`src/rtl/simon_blinker_if.sv`:
```
// simon_blinker_if: bundles the controller handshake and pattern memory read
// port of the Simon playback stage.
//   on_blinker   controller -> blinker, playback request (level)
//   level        controller -> blinker, entries to play
//   blinker_done blinker -> controller, one-cycle completion pulse
//   busy         blinker -> controller, high outside IDLE
//   mem_addr     blinker -> memory, read address
//   mem_data     memory -> blinker, colour code (one cycle after mem_addr)
// master: controller/memory side.  slave: the blinker.
interface simon_blinker_if #(
  parameter int ADDR_W = 4
);
  logic              on_blinker;
  logic [3:0]        level;
  logic              blinker_done;
  logic              busy;
  logic [ADDR_W-1:0] mem_addr;
  logic [1:0]        mem_data;

  modport master (
    output on_blinker, level, mem_data,
    input  blinker_done, busy, mem_addr
  );

  modport slave (
    input  on_blinker, level, mem_data,
    output blinker_done, busy, mem_addr
  );
endinterface

```
`src/rtl/simon_blinker.sv`:
```
// simon_blinker: plays back the stored Simon colour sequence on the LEDs.
// While on_blinker is held, entries 0..len-1 are read from pattern memory and
// each is shown for ON_CYCLES followed by an OFF_CYCLES dark gap; then
// blinker_done pulses for one cycle.
// Ports:
//   clk    clock
//   reset  synchronous, active-low reset
//   bus    simon_blinker_if.slave (handshake + pattern memory read port)
//   leds   one-hot LED drive, 0 when dark
//
// state | meaning
// ------+---------------------------------------------------------------
// IDLE  | waiting for on_blinker; latches clamped length
// ADDR  | mem_addr = idx presented to synchronous memory
// LOAD  | mem_data valid, captured into color
// SHOW  | LED lit for ON_CYCLES
// GAP   | LEDs dark for OFF_CYCLES, then advance idx
// DONE  | blinker_done pulse (one cycle)
// HOLD  | wait for on_blinker to drop before re-arming
module simon_blinker #(
  parameter int ON_CYCLES  = 25_000_000,
  parameter int OFF_CYCLES = 12_500_000,
  parameter int MAX_LEVEL  = 10,
  parameter int ADDR_W     = 4
) (
  input  logic                  clk,
  input  logic                  reset,
  simon_blinker_if.slave        bus,
  output logic [3:0]            leds
);

  localparam int MAX_CYC = (ON_CYCLES > OFF_CYCLES) ? ON_CYCLES : OFF_CYCLES;
  localparam int CNT_W   = (MAX_CYC > 1) ? $clog2(MAX_CYC) : 1;
  // wide enough to compare idx+1 with len without wrapping
  localparam int IW      = ((ADDR_W > 4) ? ADDR_W : 4) + 1;

  localparam logic [CNT_W-1:0] ON_LAST  = CNT_W'(ON_CYCLES - 1);
  localparam logic [CNT_W-1:0] OFF_LAST = CNT_W'(OFF_CYCLES - 1);
  localparam logic [3:0]       MAX_LVL  = 4'(MAX_LEVEL);

  typedef enum logic [2:0] {
    IDLE = 3'd0,
    ADDR = 3'd1,
    LOAD = 3'd2,
    SHOW = 3'd3,
    GAP  = 3'd4,
    DONE = 3'd5,
    HOLD = 3'd6
  } state_t;

  state_t            state, state_nxt;
  logic [ADDR_W-1:0] idx, idx_nxt;
  logic [1:0]        color, color_nxt;
  logic [CNT_W-1:0]  cnt, cnt_nxt;
  logic [3:0]        len, len_nxt;
  logic [3:0]        level_clamped;
  logic              last_entry;

  assign level_clamped = (bus.level > MAX_LVL) ? MAX_LVL : bus.level;
  assign last_entry    = ((IW'(idx) + IW'(1)) == IW'(len));

  always_ff @(posedge clk) begin
    if (!reset) begin
      state <= IDLE;
      idx   <= '0;
      color <= '0;
      cnt   <= '0;
      len   <= '0;
    end else begin
      state <= state_nxt;
      idx   <= idx_nxt;
      color <= color_nxt;
      cnt   <= cnt_nxt;
      len   <= len_nxt;
    end
  end

  always_comb begin
    state_nxt = state;
    idx_nxt   = idx;
    color_nxt = color;
    cnt_nxt   = cnt;
    len_nxt   = len;
    leds      = 4'b0000;

    case (state)
      IDLE: begin
        idx_nxt = '0;
        cnt_nxt = '0;
        if (bus.on_blinker) begin
          len_nxt   = level_clamped;
          state_nxt = (level_clamped == 4'd0) ? DONE : ADDR;
        end
      end

      ADDR: begin
        state_nxt = bus.on_blinker ? LOAD : IDLE;
      end

      LOAD: begin
        if (bus.on_blinker) begin
          color_nxt = bus.mem_data;
          cnt_nxt   = '0;
          state_nxt = SHOW;
        end else begin
          state_nxt = IDLE;
        end
      end

      SHOW: begin
        // gated by on_blinker so an abort darkens the LED immediately
        if (bus.on_blinker) begin
          leds = 4'b0001 << color;
          if (cnt == ON_LAST) begin
            cnt_nxt   = '0;
            state_nxt = GAP;
          end else begin
            cnt_nxt = cnt + 1'b1;
          end
        end else begin
          state_nxt = IDLE;
        end
      end

      GAP: begin
        if (bus.on_blinker) begin
          if (cnt == OFF_LAST) begin
            cnt_nxt   = '0;
            idx_nxt   = idx + 1'b1;
            state_nxt = last_entry ? DONE : ADDR;
          end else begin
            cnt_nxt = cnt + 1'b1;
          end
        end else begin
          state_nxt = IDLE;
        end
      end

      DONE: begin
        state_nxt = HOLD;
      end

      HOLD: begin
        if (!bus.on_blinker) state_nxt = IDLE;
      end

      default: begin
        state_nxt = IDLE;
      end
    endcase

    // mem_addr follows idx, so clear it on every return to IDLE
    if (state != IDLE && state_nxt == IDLE) idx_nxt = '0;
  end

  assign bus.mem_addr     = idx;
  assign bus.blinker_done = (state == DONE);
  assign bus.busy         = (state != IDLE);

endmodule
```
`src/flat_wrapper.sv`:
```
// flat-port wrapper written by rule: the top's interface ports become plain ports
module simon_blinker_flat 
#(
  parameter int ON_CYCLES  = 25_000_000,
  parameter int OFF_CYCLES = 12_500_000,
  parameter int MAX_LEVEL  = 10,
  parameter int ADDR_W     = 4
)
  (clk, reset, leds, bus_on_blinker, bus_level, bus_mem_data, bus_blinker_done, bus_busy, bus_mem_addr);
  simon_blinker_if #(.ADDR_W(ADDR_W)) bus_i ();
  input  logic clk;
  input  logic reset;
  output logic [3:0] leds;
  input wire logic [$bits(bus_i.on_blinker)-1:0] bus_on_blinker;
  input wire logic [$bits(bus_i.level)-1:0] bus_level;
  input wire logic [$bits(bus_i.mem_data)-1:0] bus_mem_data;
  output wire logic [$bits(bus_i.blinker_done)-1:0] bus_blinker_done;
  output wire logic [$bits(bus_i.busy)-1:0] bus_busy;
  output wire logic [$bits(bus_i.mem_addr)-1:0] bus_mem_addr;
  assign bus_i.on_blinker = bus_on_blinker;
  assign bus_i.level = bus_level;
  assign bus_i.mem_data = bus_mem_data;
  assign bus_blinker_done = bus_i.blinker_done;
  assign bus_busy = bus_i.busy;
  assign bus_mem_addr = bus_i.mem_addr;
  simon_blinker #(.ON_CYCLES(ON_CYCLES), .OFF_CYCLES(OFF_CYCLES), .MAX_LEVEL(MAX_LEVEL), .ADDR_W(ADDR_W)) u_core (.clk(clk), .reset(reset), .bus(bus_i), .leds(leds));
endmodule
```
`config.mk`:
```
export PLATFORM = sky130hd
export DESIGN_NAME = simon_blinker_flat
export DESIGN_NICKNAME = d
export VERILOG_FILES = /design/src/rtl/simon_blinker_if.sv /design/src/rtl/simon_blinker.sv /design/src/flat_wrapper.sv
export SDC_FILE = /design/constraint.sdc
export NUM_CORES = 1
export LEC_CHECK = 0
export CORE_MARGIN = 10
export CORE_UTILIZATION = 55
export CTS_BUF_LIST = sky130_fd_sc_hd__clkbuf_4
export DETAILED_ROUTE_END_ITERATION = 8
export PLACE_DENSITY = 0.77
export REMOVE_ABC_BUFFERS = 1
export SLEW_MARGIN = 25
export SYNTH_ARGS = -nofsm -noshare
export SYNTH_HDL_FRONTEND = slang
export SYNTH_SLANG_ARGS = --single-unit
```
`constraint.sdc`:
```
create_clock -name clk -period 2.9 [get_ports clk]
set_input_delay 0.58 -clock clk [delete_from_list [all_inputs] [get_ports clk]]
set_output_delay 0.58 -clock clk [all_outputs]
set_load 0.03 [all_outputs]
```
==> impl_metrics.json, run 1 <==
{
  "cts_resized": 0,
  "place_congestion": 0.8773,
  "yosys_register_bits": 38,
  "ios": 19,
  "grt_setup_unrepaired": "false",
  "die_x_um": 81.92,
  "cts.clk_slew.worst_paths_ps": 110,
  "clockBufferDepth": 2,
  "cpPeakStageDelay_ps": 700,
  "area_growth_pct": 13.77,
  "synth-xor-area-share": 0.08309,
  "synth-async-reset-ratio": 0,
  "cp_data_arrival_time_ps": 2050,
  "drive_gt1_frac": 0.07586,
  "crit_slowest_cell": "dfxtp_1",
  "p_int_uw": 661.5,
  "ys.flop_type": "dfxtp_1",
  "synth.distinct_cells": 50,
  "grt.total_usage": 0.1540,
  "clock_latency_ps": 340,
  "design.core.area_sq_um": 3689,
  "whs_ps": 477.5,
  "path_max_fanout": 16,
  "wl_per_cell_um": 14.91,
  "drt_iter0_drc": 122,
  "htreeDepth": 2,
  "setup_viol": 0,
  "start_util": 0.5716,
  "synth_compound_area_frac": 0.1804,
  "cts_tree": "done",
  "min_period_ps": 2625,
  "detailroute.via_count": 2053,
  "worst_setup_path_end_kind": "output pin",
  "p_sw_frac": 0.2554,
  "cp_top_family": "flip-flops",
  "finalHoldViolCount": 0,
  "grt_pass1_wl_um": 8293,
  "dr.pass1.iters": 4,
  "crit_required_ps": 2320,
  "clock_power_share": 0.302,
  "die_y_um": 81.92,
  "clock_sinks": 38,
  "p_per_area_nw_per_um2": 370.4,
  "drc": 0,
  "seqCellArea_sq_um": 760.7,
  "synth_edf_count": 0,
  "ys_warn_count": 0,
  "ys_seq_area_frac": 0.3608,
  "layout_commonest_cell": "dfxtp_1",
  "grt_pass1_vias": 1834,
  "rows": 22,
  "final_antenna_net_count": 0,
  "fp.dieArea_sq_um": 6710,
  "cts_hold_buf": 0,
  "gr-total-overflow": 0,
  "slew_viol_final": 0,
  "syn_area_per_cell_sq_um": 7.896,
  "num_antenna_cells": 0,
  "syn_inst": 267,
  "multi_input_area_sq_um": 1286,
  "p_sw_uw": 226.9,
  "skew_ps": 7.444,
  "post-cts-setup-buffers": 0,
  "via_per_inst": 6.074,
  "antenna_found_initial": 0,
  "power_frac_seq": 0.603,
  "leakagePower_uw": 0.0007782,
  "yosys.area_share.simple": 0.3300,
  "cp.buffers_inverters": 1,
  "netlist_area_sq_um": 2108,
  "cts-root-buf": "clkbuf_4",
  "dp_hpwl_um": 3783,
  "routed_wl_um": 5039,
  "fmax_mhz": 380.9,
  "synth_mux_area_frac": 0.004748,
  "p_comb_frac": 0.095,
  "tns_ps": 0,
  "relSlewSlack": 0.4157,
  "fill_cells": 351,
  "hp-class": "register to register",
  "fin_crit_sh": 0.9053,
  "cp_cell_sequence": "nor2_1, nand2_1, clkdlybuf4s50_1",
  "max-cap-violations": 0,
  "tightestPinTransition_ps": 876.4,
  "final_cell_mix": "dfxtp_1, nand2_1, nor2_1",
  "nets": 300,
  "start_kind": "register",
  "io_buffers": 18,
  "synth_top_family_by_area": "simple AND/OR/NAND/NOR gates",
  "peakVddDrop_mv": 0.3142,
  "synthAdderAreaFrac": 0.01187,
  "cts_made_buffers": 5,
  "path_class": "register to output pin",
  "grt_max_degree": 17,
  "status": "finished, final reports clean"
}
==> area by class of cell <==
| type | instances | area share |
|---|---|---|
| Tap cell | 48 | 0.02504 |
| Sequential cell | 38 | 0.3172 |
| Clock buffer | 6 | 0.01878 |
| Inverter | 4 | 0.006260 |
| Clock inverter | 2 | 0.003652 |
| Timing Repair Buffer | 25 | 0.09285 |
| Multi-Input combinational cell | 215 | 0.5363 |
==> synthesized netlist by cell type (2+ instances only) <==
master | n | share of area
dfxtp_1 | 38 | 0.36
nand2_1 | 36 | 0.064
nor2_1 | 31 | 0.055
nand3_1 | 18 | 0.043
a21oi_1 | 13 | 0.031
xor2_1 | 13 | 0.054
nand4_1 | 10 | 0.030
a31oi_1 | 9 | 0.027
clkbuf_1 | 8 | 0.014
nor3_1 | 8 | 0.019
o21ai_0 | 7 | 0.017
xnor2_1 | 7 | 0.029
nand3b_1 | 6 | 0.021
nor4_1 | 6 | 0.018
a22oi_1 | 4 | 0.014
inv_1 | 4 | 0.0071
o21a_1 | 4 | 0.014
or3_1 | 4 | 0.012
and3_1 | 3 | 0.0089
and4_1 | 3 | 0.012
nor2b_1 | 3 | 0.0089
o22a_1 | 3 | 0.012
ha_1 | 2 | 0.012
==> power by group through the flow <==
stage                     sequential (uW)  combinational, uW  clock, uW
after floorplan                       546               47.3          0
after global placement                548               83.3          0
after detailed placement              548               83.7          0
after CTS                             536               84.2        276
after global routing                  537               92.9        298
final                                 536               84.2        268
==> final timing paths <==
path	startpoint	end	slack [ps]	depth (start not counted)
worst max register to register	u_core.cnt[22]	u_core.cnt[19]	300	6
worst min-delay path	u_core.len[0]	u_core.len[0]	480	2
worst max-delay path	u_core.state[0]	bus_busy	270	3
worst min register to register	u_core.len[0]	u_core.len[0]	480	2
==> cell families after synthesis <==
group                    Yosys count
AO/OA/AOI/OAI                     55
XOR/XNOR                          20
adder cells (fa/ha/maj)            2
buffers and inverters             14
flip-flops                        38
multiplexers                       1
AND/OR/NAND/NOR                  137
==> metal layers <==
metal / wire length (um) / track usage / share of wire
met4: 55 / 0.05782 / 0.011
met2: 2361 / 0.2445 / 0.47
met3: 357 / 0.04258 / 0.071
met1: 2264 / 0.1944 / 0.45
met5: 0 / 0 / 0
==> registers in the layout, summed over array words and instances, names as in the netlist <==
signal	cells
u_core.state	3
u_core.color	2
u_core.cnt	25
u_core.len	4
u_core.bus.mem_addr	4
==> per-stage QoR <==
step | area, sq um | setup slack [ps] | cells | util | total power, uW
final | 2399 | 274.7 | 338 | 0.6503 | 888.4
after global routing | 2399 | 119.5 | 338 | 0.6503 | 927.7
after global placement | 2345 | 342.3 | 330 | 0.6357 | 630.8
after CTS | 2399 | 262.4 | 338 | 0.6503 | 895.8
after floorplan | 2062 | 503.3 | 257 | - | 593.6
after detailed placement | 2345 | 275.5 | 330 | 0.6357 | 631.5
==> worst reg2reg max path: cells and delay by family (launching register included) <==
family,cells,cell delay (ps)
AND/OR/NAND/NOR,3,1210
flip-flops,1,380
AO/OA/AOI/OAI,3,910
No activity file was read; power rests on OpenSTA's default activity.
==> inputs of run 2 (changes only) <==
--- a/config.mk
+++ b/config.mk
@@ -9,6 +9,8 @@
 export CORE_UTILIZATION = 55
 export CTS_BUF_LIST = sky130_fd_sc_hd__clkbuf_4
 export DETAILED_ROUTE_END_ITERATION = 8
+export HOLD_SLACK_MARGIN = 0.03
+export MAX_ROUTING_LAYER = met4
 export PLACE_DENSITY = 0.77
 export REMOVE_ABC_BUFFERS = 1
 export SLEW_MARGIN = 25
==> run 2 against run 1 <==
Against the previous run:
- via count is 0.39% lower
- sequential cell count is the same
- clock-buffer cell count did not move
- critical endpoint unchanged
- combinational power about the same
- largest power group unchanged
- highest routed layer unchanged
- sequential power hardly changed
==> impl_metrics.json, run 2 (synthesized netlist as in run 1, its figures left out) <==
{
  "num_antenna_cells": 0,
  "p_sw_frac": 0.2569,
  "nets": 300,
  "crit_end": "bus_busy",
  "clockBufferDepth": 2,
  "drive_gt1_frac": 0.07586,
  "grt_setup_unrepaired": "false",
  "start_util": 0.5716,
  "regMostFlops": "u_core.cnt",
  "final_cells": 338,
  "grt.busiest_layer": "met2",
  "peakVddDrop_mv": 0.3132,
  "die_y_um": 81.92,
  "tightestPinTransition_ps": 896.7,
  "drc": 0,
  "path_max_fanout": 16,
  "p_total_uw": 890.2,
  "design.core.area_sq_um": 3689,
  "use_met2": 0.2445,
  "max-cap-violations": 0,
  "routed_wl_um": 5077,
  "final_cell_mix": "dfxtp_1, nand2_1, nor2_1",
  "start_kind": "register",
  "r2r-start": "u_core.cnt[22]",
  "power_frac_seq": 0.602,
  "cts-root-buf": "clkbuf_4",
  "finalHoldViolCount": 0,
  "whs_path_depth": 2,
  "largest_register_ffs": 25,
  "clock_latency_ps": 340,
  "cp_data_arrival_time_ps": 2050,
  "grt_max_degree": 17,
  "via_per_inst": 6.050,
  "cts_resized": 0,
  "clock_sinks": 38,
  "worst_setup_path_end_kind": "output pin",
  "fin_crit_sh": 0.9072,
  "hp-start": "u_core.len[0]",
  "rr_endpoint": "u_core.cnt[19]",
  "grt_pass1_vias": 1836,
  "p_sw_uw": 228.7,
  "skew_ps": 4.139,
  "drt_iter0_drc": 109,
  "dp_cells": 330,
  "wl_per_cell_um": 15.02,
  "status": "finished, final reports clean",
  "cts_tree": "done",
  "crit_required_ps": 2320,
  "post-cts-setup-buffers": 0,
  "tns_ps": 0,
  "fp.dieArea_sq_um": 6710,
  "dp_hpwl_um": 3783,
  "min_period_ps": 2631,
  "dr.pass1.iters": 4,
  "cts_made_buffers": 5,
  "layout_commonest_cell": "dfxtp_1",
  "hp-class": "register to register",
  "p_int_uw": 661.5,
  "io_buffers": 18,
  "fmax_mhz": 380.1,
  "die_x_um": 81.92,
  "detailroute.via_count": 2045,
  "reg2reg_slack_ps": 300,
  "crit_start": "u_core.state[0]",
  "leakagePower_uw": 0.0007782,
  "relSlewSlack": 0.4022,
  "setup_viol": 0,
  "cts.clk_slew.worst_paths_ps": 110,
  "p_comb_frac": 0.095,
  "gr-total-overflow": 0,
  "place_congestion": 0.8917,
  "area_growth_pct": 13.77,
  "p_per_area_nw_per_um2": 371.1,
  "htreeDepth": 2,
  "pre_cts_ws_ps": 275.5,
  "rows": 22,
  "final_antenna_net_count": 0,
  "slew_viol_final": 0,
  "grtUsageMet1": 0.1950,
  "setup_ws_ps": 269.2,
  "clock_power_share": 0.303,
  "r2r.worst_path.cells": 6,
  "cts_hold_buf": 0,
  "path_class": "register to output pin",
  "antenna_found_initial": 0,
  "grt_pass1_wl_um": 8307,
  "grt.total_usage": 0.1588,
  "use_met3": 0.04258,
  "ios": 19
}
-- run 2: cell counts in the layout (fill, tap and decap cells not counted) --
No cell type changed its count.
-- run 2: layer usage --
layer  wire, um  vias up
met5          0        -
met3        337        7
li1           -     1032
met1       2310      948
met2       2362       58
met4         67        0
-- run 2: critical path: stages (launching register included) --
cell and delay (ps):
dfxtp_1 700, nor2_1 220, nand2_1 120, clkdlybuf4s50_1 670
-- run 2: power groups by stage --
stage | logic (uW) | clock network, uW | registers, uW
2_1_floorplan | 47.3 | 0 | 546
3_3_place_gp | 83.3 | 0 | 548
3_5_place_dp | 83.7 | 0 | 548
4_1_cts | 84.2 | 276 | 536
5_1_grt | 92.9 | 298 | 537
6_report | 84.2 | 270 | 536
-- run 2: through the flow --
stage	utilization	hold slack (ps)	area (sq um)
2_1_floorplan	-	444.4	2062
3_3_place_gp	0.6357	453.5	2345
3_5_place_dp	0.6357	463.3	2345
4_1_cts	0.6503	478.6	2399
5_1_grt	0.6503	501.3	2399
6_report	0.6503	476.9	2399
-- run 2: how the worst min path moves through the flow --
stage	to	slack, ps
floorplan	u_core.len[0]	440
global placement	u_core.len[0]	450
detailed placement	u_core.len[3]	460
CTS	u_core.len[0]	480
global route	u_core.len[2]	500
finish	u_core.len[0]	480
-- run 2: final cells by class --
type,instances,area [sq um]
well taps,48,60.06
flip-flops and latches,38,760.7
fillers,351,1290
inverters,4,15.01
clock inverters,2,8.758
repair buffers,25,222.7
multi-input cells,215,1286
clock buffers,6,45.04
